==> config.mk <==
export PLATFORM = sky130hd
export DESIGN_NAME = ft2232_fifo_arbiter
export DESIGN_NICKNAME = d
export VERILOG_FILES = /design/src/rtl/ft2232_fifo_arbiter.sv
export SDC_FILE = /design/constraint.sdc
export NUM_CORES = 1
export LEC_CHECK = 0
export ABC_AREA = 1
export CAP_MARGIN = 15
export CORE_ASPECT_RATIO = 1.5
export CORE_MARGIN = 2
export CORE_UTILIZATION = 50
export CTS_BUF_LIST = sky130_fd_sc_hd__clkbuf_4
export DETAILED_ROUTE_END_ITERATION = 16
export DONT_BUFFER_PORTS = 1
export HOLD_SLACK_MARGIN = 0.05
export PLACE_DENSITY_LB_ADDON = 0.08
export SYNTH_ARGS = -nofsm -noshare
export SYNTH_HDL_FRONTEND = slang
export SYNTH_SLANG_ARGS = --single-unit
export TNS_END_PERCENT = 1
==> constraint.sdc <==
create_clock -name clk_i -period 2.59 [get_ports clk_i]
set_input_delay 0.518 -clock clk_i [delete_from_list [all_inputs] [get_ports clk_i]]
set_output_delay 0.518 -clock clk_i [all_outputs]
set_load 0.03 [all_outputs]
==> src/rtl/ft2232_fifo_arbiter.sv <==
// FT2232H synchronous-FIFO bus arbiter: time-shares the half-duplex bus between RX and TX bursts.
// Optional SIWU flush after TX bursts is enabled by defining FIFO_SIWU_FLUSH_EN.
module ft2232_fifo_arbiter #(
    parameter int RX_BUF_DEPTH = 8,
    parameter int MAX_BURST    = 64,
    parameter int SIWU_IDLE    = 16
) (
    input  logic       clk_i,
    input  logic       reset_i,
    input  logic       fifo_rxf_n_i,
    input  logic       fifo_txe_n_i,
    input  logic [7:0] fifo_data_i,
    output logic [7:0] fifo_data_o,
    output logic       fifo_data_oe_o,
    output logic       fifo_oe_n_o,
    output logic       fifo_rd_n_o,
    output logic       fifo_wr_n_o,
    output logic       fifo_siwu_o,
    output logic [7:0] rx_data_o,
    output logic       rx_valid_o,
    input  logic       rx_ready_i,
    input  logic [7:0] tx_data_i,
    input  logic       tx_valid_i,
    output logic       tx_ready_o
);

    localparam int          AW          = $clog2(RX_BUF_DEPTH);
    localparam logic [AW:0] DEPTH_C     = (AW + 1)'(RX_BUF_DEPTH);
    localparam logic [AW:0] MARGIN_C    = (AW + 1)'(3);
    localparam logic [6:0]  MAX_BURST_C = 7'(MAX_BURST);

    typedef enum logic [2:0] {
        S_IDLE     = 3'd0,
        S_RD_OE    = 3'd1,
        S_RD_BURST = 3'd2,
        S_WR_BURST = 3'd3,
        S_TURN     = 3'd4
    } state_t;

    if (RX_BUF_DEPTH < 4 || (RX_BUF_DEPTH & (RX_BUF_DEPTH - 1)) != 0 ||
        MAX_BURST < 1 || MAX_BURST > 127 || SIWU_IDLE < 1) begin : g_bad_param
        $error("ft2232_fifo_arbiter: illegal parameter combination");
    end

    state_t          state_r;
    logic            rr_tx_r;
    logic [6:0]      burst_cnt_r;
    logic            oe_n_r;
    logic            rd_n_r;
    logic            wr_n_r;
    logic            data_oe_r;
    logic [7:0]      data_out_r;

    logic            hold_valid_r;
    logic [7:0]      hold_data_r;

    logic [7:0]      mem_r [RX_BUF_DEPTH];
    logic [AW-1:0]   wr_ptr_r;
    logic [AW-1:0]   rd_ptr_r;
    logic [AW:0]     count_r;

    logic            rx_push_s;
    logic            rx_pop_s;
    logic [AW:0]     free_s;
    logic            rx_req_s;
    logic            tx_req_s;
    logic            tx_consumed_s;
    logic            tx_load_s;
    logic            hold_valid_nxt_s;
    logic [7:0]      hold_data_nxt_s;
    logic            burst_inc_s;
    logic [6:0]      burst_plus_s;
    logic            burst_full_s;
    logic            rd_exit_s;
    logic            wr_exit_s;

    assign rx_valid_o       = ~reset_i & (count_r != {(AW + 1){1'b0}});
    assign rx_data_o        = mem_r[rd_ptr_r];
    assign rx_push_s        = ~reset_i & ~rd_n_r & ~fifo_rxf_n_i;
    assign rx_pop_s         = rx_valid_o & rx_ready_i;
    assign free_s           = DEPTH_C - count_r;
    assign rx_req_s         = ~fifo_rxf_n_i & (free_s >= MARGIN_C);

    assign tx_consumed_s    = ~wr_n_r & ~fifo_txe_n_i & (state_r == S_WR_BURST);
    assign tx_ready_o       = ~reset_i & (~hold_valid_r | tx_consumed_s);
    assign tx_load_s        = tx_valid_i & tx_ready_o;
    assign hold_valid_nxt_s = tx_load_s | (hold_valid_r & ~tx_consumed_s);
    assign hold_data_nxt_s  = tx_load_s ? tx_data_i : hold_data_r;
    assign tx_req_s         = hold_valid_r & ~fifo_txe_n_i;

    // Burst length including the transfer completing on this edge, so a burst stops at exactly MAX_BURST.
    always_comb begin
        burst_inc_s  = 1'b0;
        burst_plus_s = burst_cnt_r;
        if (state_r == S_RD_BURST) begin
            burst_inc_s = rx_push_s;
        end else if (state_r == S_WR_BURST) begin
            burst_inc_s = tx_consumed_s;
        end else begin
            burst_inc_s = 1'b0;
        end
        if (burst_inc_s && (burst_cnt_r != 7'h7F)) begin
            burst_plus_s = burst_cnt_r + 7'd1;
        end else begin
            burst_plus_s = burst_cnt_r;
        end
    end

    assign burst_full_s = (burst_plus_s >= MAX_BURST_C);
    assign rd_exit_s    = ~rx_req_s | (burst_full_s & tx_req_s);
    assign wr_exit_s    = fifo_txe_n_i | ~hold_valid_nxt_s | (burst_full_s & rx_req_s);

    // RX staging storage (no reset needed on the data array).
    always_ff @(posedge clk_i) begin
        if (rx_push_s) begin
            mem_r[wr_ptr_r] <= fifo_data_i;
        end
    end

    // RX staging pointers and occupancy.
    always_ff @(posedge clk_i) begin
        if (reset_i) begin
            wr_ptr_r <= {AW{1'b0}};
            rd_ptr_r <= {AW{1'b0}};
            count_r  <= {(AW + 1){1'b0}};
        end else begin
            if (rx_push_s) begin
                wr_ptr_r <= wr_ptr_r + AW'(1'b1);
            end
            if (rx_pop_s) begin
                rd_ptr_r <= rd_ptr_r + AW'(1'b1);
            end
            case ({rx_push_s, rx_pop_s})
                2'b10:   count_r <= count_r + (AW + 1)'(1'b1);
                2'b01:   count_r <= count_r - (AW + 1)'(1'b1);
                default: count_r <= count_r;
            endcase
        end
    end

    // TX holding register; a byte is only released once the FT2232 actually took it.
    always_ff @(posedge clk_i) begin
        if (reset_i) begin
            hold_valid_r <= 1'b0;
            hold_data_r  <= 8'h00;
        end else begin
            hold_valid_r <= hold_valid_nxt_s;
            hold_data_r  <= hold_data_nxt_s;
        end
    end

    // Bus FSM; pad strobes are registered together with the state they belong to.
    always_ff @(posedge clk_i) begin
        if (reset_i) begin
            state_r     <= S_IDLE;
            rr_tx_r     <= 1'b0;
            burst_cnt_r <= 7'd0;
            oe_n_r      <= 1'b1;
            rd_n_r      <= 1'b1;
            wr_n_r      <= 1'b1;
            data_oe_r   <= 1'b0;
            data_out_r  <= 8'h00;
        end else begin
            case (state_r)
                S_IDLE: begin
                    burst_cnt_r <= 7'd0;
                    if (rx_req_s && (!tx_req_s || !rr_tx_r)) begin
                        state_r <= S_RD_OE;
                        oe_n_r  <= 1'b0;
                    end else if (tx_req_s) begin
                        state_r    <= S_WR_BURST;
                        data_oe_r  <= 1'b1;
                        wr_n_r     <= 1'b0;
                        data_out_r <= hold_data_nxt_s;
                    end
                end
                S_RD_OE: begin
                    state_r <= S_RD_BURST;
                    rd_n_r  <= 1'b0;
                end
                S_RD_BURST: begin
                    burst_cnt_r <= burst_plus_s;
                    if (rd_exit_s) begin
                        state_r <= S_TURN;
                        oe_n_r  <= 1'b1;
                        rd_n_r  <= 1'b1;
                        rr_tx_r <= 1'b1;
                    end
                end
                S_WR_BURST: begin
                    burst_cnt_r <= burst_plus_s;
                    data_out_r  <= hold_data_nxt_s;
                    if (wr_exit_s) begin
                        state_r   <= S_IDLE;
                        data_oe_r <= 1'b0;
                        wr_n_r    <= 1'b1;
                        rr_tx_r   <= 1'b0;
                    end else begin
                        wr_n_r <= 1'b0;
                    end
                end
                S_TURN: begin
                    state_r <= S_IDLE;
                end
                default: begin
                    state_r   <= S_IDLE;
                    oe_n_r    <= 1'b1;
                    rd_n_r    <= 1'b1;
                    wr_n_r    <= 1'b1;
                    data_oe_r <= 1'b0;
                end
            endcase
        end
    end

    assign fifo_oe_n_o    = oe_n_r;
    assign fifo_rd_n_o    = rd_n_r;
    assign fifo_wr_n_o    = wr_n_r;
    assign fifo_data_oe_o = data_oe_r;
    assign fifo_data_o    = data_out_r;

`ifdef FIFO_SIWU_FLUSH_EN
    localparam int             SIWU_CW     = $clog2(SIWU_IDLE + 1);
    localparam logic [SIWU_CW-1:0] SIWU_IDLE_C = SIWU_CW'(SIWU_IDLE);

    logic               siwu_arm_r;
    logic [SIWU_CW-1:0] siwu_cnt_r;
    logic               siwu_r;

    // Counts quiet IDLE cycles after a TX burst drained the holding register, then pulses SIWU once.
    always_ff @(posedge clk_i) begin
        if (reset_i) begin
            siwu_arm_r <= 1'b0;
            siwu_cnt_r <= {SIWU_CW{1'b0}};
            siwu_r     <= 1'b1;
        end else begin
            siwu_r <= 1'b1;
            if (state_r == S_WR_BURST) begin
                siwu_arm_r <= wr_exit_s & ~hold_valid_nxt_s;
                siwu_cnt_r <= {SIWU_CW{1'b0}};
            end else if (siwu_arm_r && (state_r == S_IDLE)) begin
                if (tx_valid_i) begin
                    siwu_cnt_r <= {SIWU_CW{1'b0}};
                end else if (siwu_cnt_r == SIWU_IDLE_C) begin
                    siwu_r     <= 1'b0;
                    siwu_arm_r <= 1'b0;
                end else begin
                    siwu_cnt_r <= siwu_cnt_r + SIWU_CW'(1'b1);
                end
            end
        end
    end

    assign fifo_siwu_o = siwu_r;
`else
    assign fifo_siwu_o = 1'b1;
`endif

endmodule

After elaboration in Yosys (flattened, before gate mapping) --
Memories as Yosys holds them, arrays and structs flattened. A register that Yosys moved wholly into a read port is not among the register bits. Index checks and enable logic that the tools add are counted.
Cells by class: $add $sub $neg 6, multiply operators 0, divide/modulo/power cells 0, $lt $le $gt $ge 2, eq/ne operators 13, shifts and indexed selects 0, multiplexer cells 31, bitwise logic cells 30, reductions and logical operators 22
Operators with widths (number):
- $mux 8 | 3
- $mux 3 | 6
- $pmux 8 s2 | 1
- $reduce_and 3->1 | 5
- $pmux 7 s2 | 1
- $and 1x1->1 | 13
- $mux 1 | 12
- $not 1->1 | 12
- $pmux 1 s3 | 4
- $pmux 3 s4 | 1
- $ne 2x2->1 const B | 5
- $reduce_or 3->1 | 3
- $pmux 4 s2 | 1
- $reduce_bool 2->1 | 4
- $add 7x1->7 const B | 1
- $ge 7x7->1 const B | 1
- $mux 7 | 1
- $ne 7x7->1 const B | 1
- $add 3x1->3 const B | 2
- $eq 3x2->1 const B | 2
- $or 1x1->1 | 5
- $add 4x1->4 const B | 1
- $ge 4x2->1 const B | 1
- $reduce_and 4->1 | 1
- other kinds (15) | 17
Word-level totals: flip-flop bits (word level) 42, bits in latches 0, bits in writable memories 64, memory bits (read-only) 0, bits of input ports 22, output and inout bits 23, logic and storage cells 118, memories kept 1
Memories:
- mem_r | depth 8, bits a word 8, read ports 1, clocked after Yosys merged registers in 1, write ports 1, RTL line 57 | logic [7:0] mem_r [RX_BUF_DEPTH];

Longest topological paths before layout --
Gate-level depths: netlist (run 1).
depth after elaboration 12, mapped depth 14

Least setup slack after synthesis (run 1) --
No wires, ideal clock.
kind in2reg, start point input reset_i, end point register count_r[3], arrival time 2618 ps, path slack -148 ps, stages on the path 14, path through clkbuf_1 > a31oi_1 > nand2_1 > inv_1 > ha_1 > ha_1 > nand2_1 > nand2_1 > a21oi_1 > nor2_1 > nor2_1 > nand2_1 > o21ai_0 > a21oi_1
On the way: word-level cells in the longest chain between the ends 5
RTL lines:
- start: declaration | RTL line 9 | input logic reset_i,
- $not 1->1 (*) | RTL line 77 | assign rx_valid_o = ~reset_i & (count_r != {(AW + 1){1'b0}});
- $and 1x1->1 (*) | RTL line 77
- named net rx_valid_o | RTL line 20 | output logic rx_valid_o,
- $and 1x1->1 (*) | RTL line 80 | assign rx_pop_s = rx_valid_o & rx_ready_i;
- named net rx_pop_s | RTL line 63 | logic rx_pop_s;
- $eq 2x1->1 or $eq 2x2->1 (tied branches) | RTL line 133 | case ({rx_push_s, rx_pop_s})
- $pmux 4 s2 or $reduce_bool 2->1 (tied branches)
- end signal: assignment | RTL line 134 | 2'b10: count_r <= count_r + (AW + 1)'(1'b1);
- end signal: assignment | RTL line 135 | 2'b01: count_r <= count_r - (AW + 1)'(1'b1);
- end signal: assignment | RTL line 136 | default: count_r <= count_r;
- end: declaration | RTL line 60 | logic [AW:0] count_r;
The timed path passes the listed nets; every way through them passes the cells marked *. A chain may end at the register's enable or synchronous reset.

==> key figures, run 1 <==
Outcome
  • Status: finished, final reports clean

Worst setup path
  • Flop-to-flop setup slack: 0.35 ns
  • Crit path DAT: 1.92 ns
  • Critical path endpoint: rx_data_o[1]
  • CP Max Fanout: 16
  • R2r worst-path depth: 14
  • Terminus of the critical flop-to-flop path: count_r[3]$_SDFFE_PP0P_
  • Critical Path End Type: primary output
  • Data required, critical path: 2.07 ns
  • Startpoint Class: flop
  • Worst Path Class, Setup: reg2out
  • Reg2reg start: fifo_rd_n_o$_SDFFE_PP1P_

Die
  • Die ar.: 10200 um^2
  • Core region area: 9200 um^2
  • DIE HEIGHT: 123 um
  • Chip width: 83.2 um
  • I/O pin cnt: 45
  • Starting Density: 51.1%
  • Row cnt: 43

Detailed routing
  • Vias/cell: 5.22
  • Antenna-violating nets left: 0
  • # DRC: 0
  • Detailed router's first-iteration violation count: 178
  • Vias post-DR: 3367
  • Drt wl/cell: 14.7 um
  • Detailed Routing Iterations Pass 1: 4
  • Final wirelength: 9510 um

STA
  • Final setup viols: 0
  • Slew @ Worst Pin: 0.521 ns
  • Slew HR: 65.2%
  • Final min period: 2.44 ns
  • FMAX: 0.410 GHz
  • Unrepaired setup endpoints after global routing: no
  • Endpoints failing hold: 0
  • Clk_skew: 0.0205 ns
  • Setup_tns: 0 ns
  • Crit share post-route: 94.1%
  • Max Slew Vio Count: 0

Synthesis
  • Biggest area consumer among synthesized cells: edfxtp_1
  • Syn_nets: 540
  • Top post-synthesis cells by count: nor2_1 (108), nand2_1 (72), edfxtp_1 (64)
  • Share of flip-flops with an asynchronous set or reset: 0%
  • Largest family of logic cells by synthesized area: simple AND/OR/NAND/NOR gates
  • Top post-synthesis cells by area: edfxtp_1 (41%), dfxtp_1 (19%), nor2_1 (8.6%)
  • Synth Area in XOR/XNOR: 0.931%
  • Post-Syn Area: 4710 um^2
  • #FFs+latches synth: 109
  • Top-count cell post-synth: nor2_1
  • Synth Area in Adders: 2.02%
  • Warnings from Yosys: 0
  • Top cell type's share of synthesized area: 40.8%
  • Simple-Gate Fraction of Synth Area: 18.8%
  • Syn Inst Count: 511
  • Sequential cell area fraction in the yosys report: 60.0%
  • Yosys cell types: 36
  • Synth Flop Type: edfxtp_1
  • Post-Syn Area per Cell: 9.21 um^2
  • Post-synthesis compound-gate area fraction: 11.6%
  • Post-synth EDFFs: 64
  • Mux cell area share after synthesis: 0%

GRT
  • Global-route wire length before repair: 15600 um
  • Number of global-route vias before repair: 3221
  • Total GRT Usage: 19.8%
  • Total gr overflow: 0
  • Pin count of the biggest net entering global routing: 33
  • Antenna violations before repair: 1

Final layout
  • Fillcell total: 880
  • Share of post-route cells with drive strength above 1: 9.59%
  • Area Growth Syn to Fin: 8.00%
  • Nets@finish: 556
  • Utilization after layout: 55.2%

Clock network
  • CTS clk-pin slew, worst paths: 0.16 ns
  • H-tree depth: 3
  • CTS tree: built
  • Max clock buf depth: 2
  • Clock sink count: 109
  • Clock latency at the later pin of the worst-skew pair: 0.46 ns
  • Total CTS buffers: 9
  • Clock root buffer master: clkbuf_4

Min path
  • Hold crit path type: in2reg
  • Worst hold start: reset_i

Pwr
  • Pwr Total: 4000 uW
  • VDD IR-drop max: 0.000675 V
  • Leakage: 0.00199 uW
  • Pwr dens: 788 nW/um^2

Placement
  • Post-DP HPWL: 6590 um
  • Routability Congestion: 0.774
  • PortBufs: 0

Job
  • MaxCap Viol Count: 0
==> cell type report <==
cell class | instances | area (um^2) | share of cell area [%]
Sequential cell | 109 | 2820 | 55.5
Clock buffer | 9 | 67.6 | 1.33
Antenna cell | 1 | 2.50 | 0.0492
Clock inverter | 7 | 63.8 | 1.26
Timing Repair Buffer | 20 | 165 | 3.25
Multi-Input combinational cell | 325 | 1580 | 31.2
Inverter | 62 | 236 | 4.65
Tap cell | 112 | 140 | 2.76
==> layer usage <==
metal | vias to the layer above | share of wire, % | global-route usage [%]
li1 | 1724 | - | -
met1 | 1565 | 39 | 21.1
met2 | 60 | 55 | 37.7
met3 | 18 | 3.3 | 3.16
met4 | 0 | 2.5 | 10.0
met5 | - | 0 | 0
==> report_power, final <==
part           leakage (uW)  internal (uW)  switching (uW)
Sequential         0.000943           1950             194
Clock             0.0000712            289             531
Combinational      0.000973            342             698
Total               0.00199           2580            1420
==> critical path: stages, from the launching register on <==
cell and delay (ns):
dfxtp_1 0.42, clkinvlp_4 0.31, nor2_1 0.17, o21ai_0 0.09, a31oi_1 0.26, buf_4 0.21
==> worst min path at each step <==
stage          slack (ns)  depth (start not counted)                          end
6_report             0.10                          1  fifo_data_o[3]$_SDFFE_PP0P_
4_1_cts              0.07                          1  fifo_data_o[2]$_SDFFE_PP0P_
5_1_grt              0.06                          1                         flop
2_1_floorplan        0.41                          1                         flop
3_5_place_dp         0.44                          1                         flop
3_3_place_gp         0.43                          1     rd_ptr_r[2]$_SDFFE_PP0P_
==> kinds of logic (layout without fill, tap and decap cells) <==
logic type / count (synthesis) / in the layout
buffers and inverters: 77 / 98
AO/OA/AOI/OAI: 99 / 99
other: 1 / 2
flip-flops: 109 / 109
adder cells (fa/ha/maj): 7 / 7
XOR/XNOR: 5 / 5
AND/OR/NAND/NOR: 213 / 213
==> flip-flops by register name, indices dropped and copies added, names as in the netlist, 3 cells and up, named ones only <==
| name | flops |
|---|---|
| mem_r | 64 |
| burst_cnt_r | 7 |
| fifo_data_o | 8 |
| hold_data_r | 8 |
| state_r | 3 |
| count_r | 4 |
| rd_ptr_r | 3 |
| wr_ptr_r | 3 |
==> repair_timing <==
item | CTS | global route
pin swaps | 0 | 0
setup endpoints to repair | 2 | 6
gates resized for setup | 1 | 5
hold buffers | 0 | 0
buffers inserted | 0 | 0
==> placed cells by master, fill, tap and decap left out, types with 2 or more instances in the layout <==
| cell | netlist | routed |
|---|---|---|
| a21oi_1 | 21 | 21 |
| a31oi_1 | 10 | 9 |
| buf_4 | 1 | 17 |
| buf_6 | 2 | 2 |
| clkbuf_4 | 0 | 9 |
| clkinv_1 | 1 | 3 |
| clkinv_2 | 0 | 2 |
| clkinvlp_4 | 0 | 2 |
| dfxtp_1 | 45 | 45 |
| edfxtp_1 | 64 | 64 |
| ha_1 | 6 | 6 |
| inv_1 | 57 | 56 |
| inv_2 | 4 | 4 |
| nand2_1 | 72 | 72 |
| nand2_4 | 2 | 2 |
| nand3_1 | 13 | 13 |
| nand3_2 | 2 | 2 |
| nor2_1 | 108 | 107 |
| nor2_2 | 2 | 3 |
| nor2_4 | 2 | 2 |
| nor3_1 | 8 | 8 |
| o21a_1 | 4 | 4 |
| o21ai_0 | 51 | 51 |
| o22ai_1 | 8 | 8 |
| xor2_1 | 4 | 4 |
==> stage by stage <==
stage | cells | area [um^2] | worst slack, ns | hold WS [ns]
detailed placement | 628 | 4930 | 0.216 | 0.436
finish | 645 | 5080 | 0.152 | 0.101
global route | 645 | 5080 | 0.0103 | 0.0575
CTS | 644 | 5060 | 0.0343 | 0.0701
floorplan | 511 | 4710 | 0.0737 | 0.413
global placement | 628 | 4930 | 0.286 | 0.431
(Power assumes the default switching activity.)
==> run 2, diff against run 1 <==
--- a/config.mk
+++ b/config.mk
@@ -14,8 +14,8 @@
 export DETAILED_ROUTE_END_ITERATION = 16
 export DONT_BUFFER_PORTS = 1
 export HOLD_SLACK_MARGIN = 0.05
-export PLACE_DENSITY_LB_ADDON = 0.08
+export PLACE_DENSITY = 0.7
 export SYNTH_ARGS = -nofsm -noshare
 export SYNTH_HDL_FRONTEND = slang
 export SYNTH_SLANG_ARGS = --single-unit
-export TNS_END_PERCENT = 1
+export TNS_END_PERCENT = 10
==> run 2 against run 1 <==
  * Maximum frequency grew 2.4%
  * Critical path depth grew 1
  * Critical endpoint is now rx_data_o[0]
  * Sequential power is essentially flat
  * Sequential share of layout area shrank 0.17 points
  * Register-to-register slack lost 0.02 ns
  * Worst setup slack gained 0.056 ns
  * Cell count shrank 0.16%
  * Flip-flop and latch count is the same
  * Worst hold slack gained 0.0052 ns
==> key figures, run 2 (same netlist as run 1, synthesis figures left out) <==
Detailed routing
  • Final wirelength: 9230 um
  • # DRC: 0
  • Detailed Routing Iterations Pass 1: 4
  • Drt wl/cell: 14.3 um
  • Detailed router's first-iteration violation count: 189
  • Vias post-DR: 3345
  • Vias/cell: 5.19
  • Antenna-violating nets left: 0

Final layout
  • Nets@finish: 556
  • Non-Filler Instances: 644
  • Commonest non-fill, non-tap cells in the layout: nor2_1 (108), nand2_1 (72), edfxtp_1 (64), inv_1 (56), o21ai_0 (51)
  • Area of the multi-input gates: 1580 um^2
  • Fin area: 5100 um^2
  • Commonest non-fill, non-tap cell in the layout: nor2_1
  • FF/Latch Area: 2820 um^2
  • Share of post-route cells with drive strength above 1: 9.77%
  • Biggest register: mem_r
  • Max FFs per register: 64
  • Ant. Diodes: 0
  • Area Growth Syn to Fin: 8.38%
  • Fillcell total: 823

Worst setup path
  • Worst Path Class, Setup: reg2out
  • Crit-path max cell delay: 0.41 ns
  • Startpoint Class: flop
  • Data required, critical path: 2.07 ns
  • Crit path DAT: 1.86 ns
  • CP Max Fanout: 16
  • Slowest CP cell: dfxtp_1
  • Reg2reg start: fifo_rd_n_o$_SDFFE_PP1P_
  • Critical Path End Type: primary output
  • Crit-path cells: buf_4, o21ai_0, o22ai_1, nor2_1, a31oi_1, buf_4
  • Crit path top cell by count: buf_4

Placement
  • PortBufs: 0
  • Setup slack at placement: 0.211 ns
  • Placed cell count: 628
  • Post-DP HPWL: 6470 um
  • Routability Congestion: 0.784
  • Area after DPL: 4930 um^2

Die
  • Die ar.: 10200 um^2
  • Core region area: 9200 um^2
  • Starting Density: 51.1%
  • Row cnt: 43
  • DIE HEIGHT: 123 um
  • I/O pin cnt: 45
  • Chip width: 83.2 um

GRT
  • Global-route wire length before repair: 15400 um
  • Number of global-route vias before repair: 3303
  • Total gr overflow: 0
  • Pin count of the biggest net entering global routing: 33
  • Total GRT Usage: 19.3%
  • Antenna violations before repair: 0

Pwr
  • Clk pwr share: 23.0%
  • Leakage: 0.00200 uW
  • Sw frac: 34.6%
  • Sw Pwr: 1420 uW
  • Pwr dens: 806 nW/um^2
  • VDD IR-drop max: 0.000514 V
  • Int Pwr: 2690 uW
  • Sequential Power Share: 52.2%
  • Combinational power share: 24.8%
  • Pwr Total: 4110 uW

Clock network
  • Clock sink count: 109
  • Max clock buf depth: 2
  • Hold_buf cts: 0
  • CTS tree: built
  • H-tree depth: 3
  • Total CTS buffers: 9
  • Clock latency at the later pin of the worst-skew pair: 0.45 ns
  • CTS clk-pin slew, worst paths: 0.16 ns
  • Clock root buffer master: clkbuf_4

STA
  • Max Slew Vio Count: 0
  • Slew HR: 64.7%
  • Clk_skew: 0.00982 ns
  • Final setup viols: 0
  • Slew @ Worst Pin: 0.528 ns
  • FMAX: 0.420 GHz
  • Setup_tns: 0 ns
  • Unrepaired setup endpoints after global routing: no
  • Endpoints failing hold: 0
  • Final min period: 2.38 ns
  • Crit share post-route: 92.0%
  • Final setup margin: 0.208 ns

Min path
  • Hold crit path type: in2reg
  • Worst hold start: reset_i

Outcome
  • Status: finished, final reports clean

Job
  • MaxCap Viol Count: 0
[run 2: power by group through the flow]
stage / logic [uW] / registers, uW / clock network, uW
finish: 1020 / 2150 / 945
floorplan: 800 / 2160 / 0
global placement: 995 / 2180 / 0
detailed placement: 1020 / 2190 / 0
global route: 1160 / 2160 / 1040
CTS: 1030 / 2150 / 974
[run 2: final timing paths]
check,endpoint,slack [ns],cells past startpoint
max reg2reg,count_r[3]$_SDFFE_PP0P_,0.33,14
min,hold_valid_r$_SDFF_PP0_,0.11,1
max,rx_data_o[0],0.21,6
min reg2reg,rd_ptr_r[2]$_SDFFE_PP0P_,0.46,1
[run 2: critical path: cells and delay by family, from the launching register on]
family                 cells  cell delay [ns]
AOI/OAI and AO/OA          3             0.51
buffers and inverters      2             0.44
DFF                        1             0.41
and+or+nand+nor            1             0.06
[run 2: stage by stage]
| step | util, % | hold WS, ns |
|---|---|---|
| 6_report | 55.4 | 0.106 |
| 5_1_grt | 55.4 | 0.0515 |
| 2_1_floorplan | - | 0.413 |
| 3_3_place_gp | 53.6 | 0.430 |
| 3_5_place_dp | 53.6 | 0.443 |
| 4_1_cts | 55.3 | 0.0649 |
[run 2: layout make-up]
type	instances	area share (%)
flip-flops and latches	109	55.4
inverters	62	4.64
repair buffers	20	3.02
multi-input cells	325	31.0
well taps	112	2.75
clock inverters	7	1.89
clock buffers	9	1.32
[run 2: per-layer routing]
layer	vias up	GRT usage (%)	part of all wire [%]
met5	-	0	0
li1	1723	-	-
met1	1538	19.5	38
met2	70	37.7	56
met3	14	4.10	3.9
met4	0	8.50	2.3
[run 2: what timing repair did]
item | CTS | global route
setup buffers | 0 | 0
setup endpoints to repair | 0 | 9
resized for setup | 0 | 3
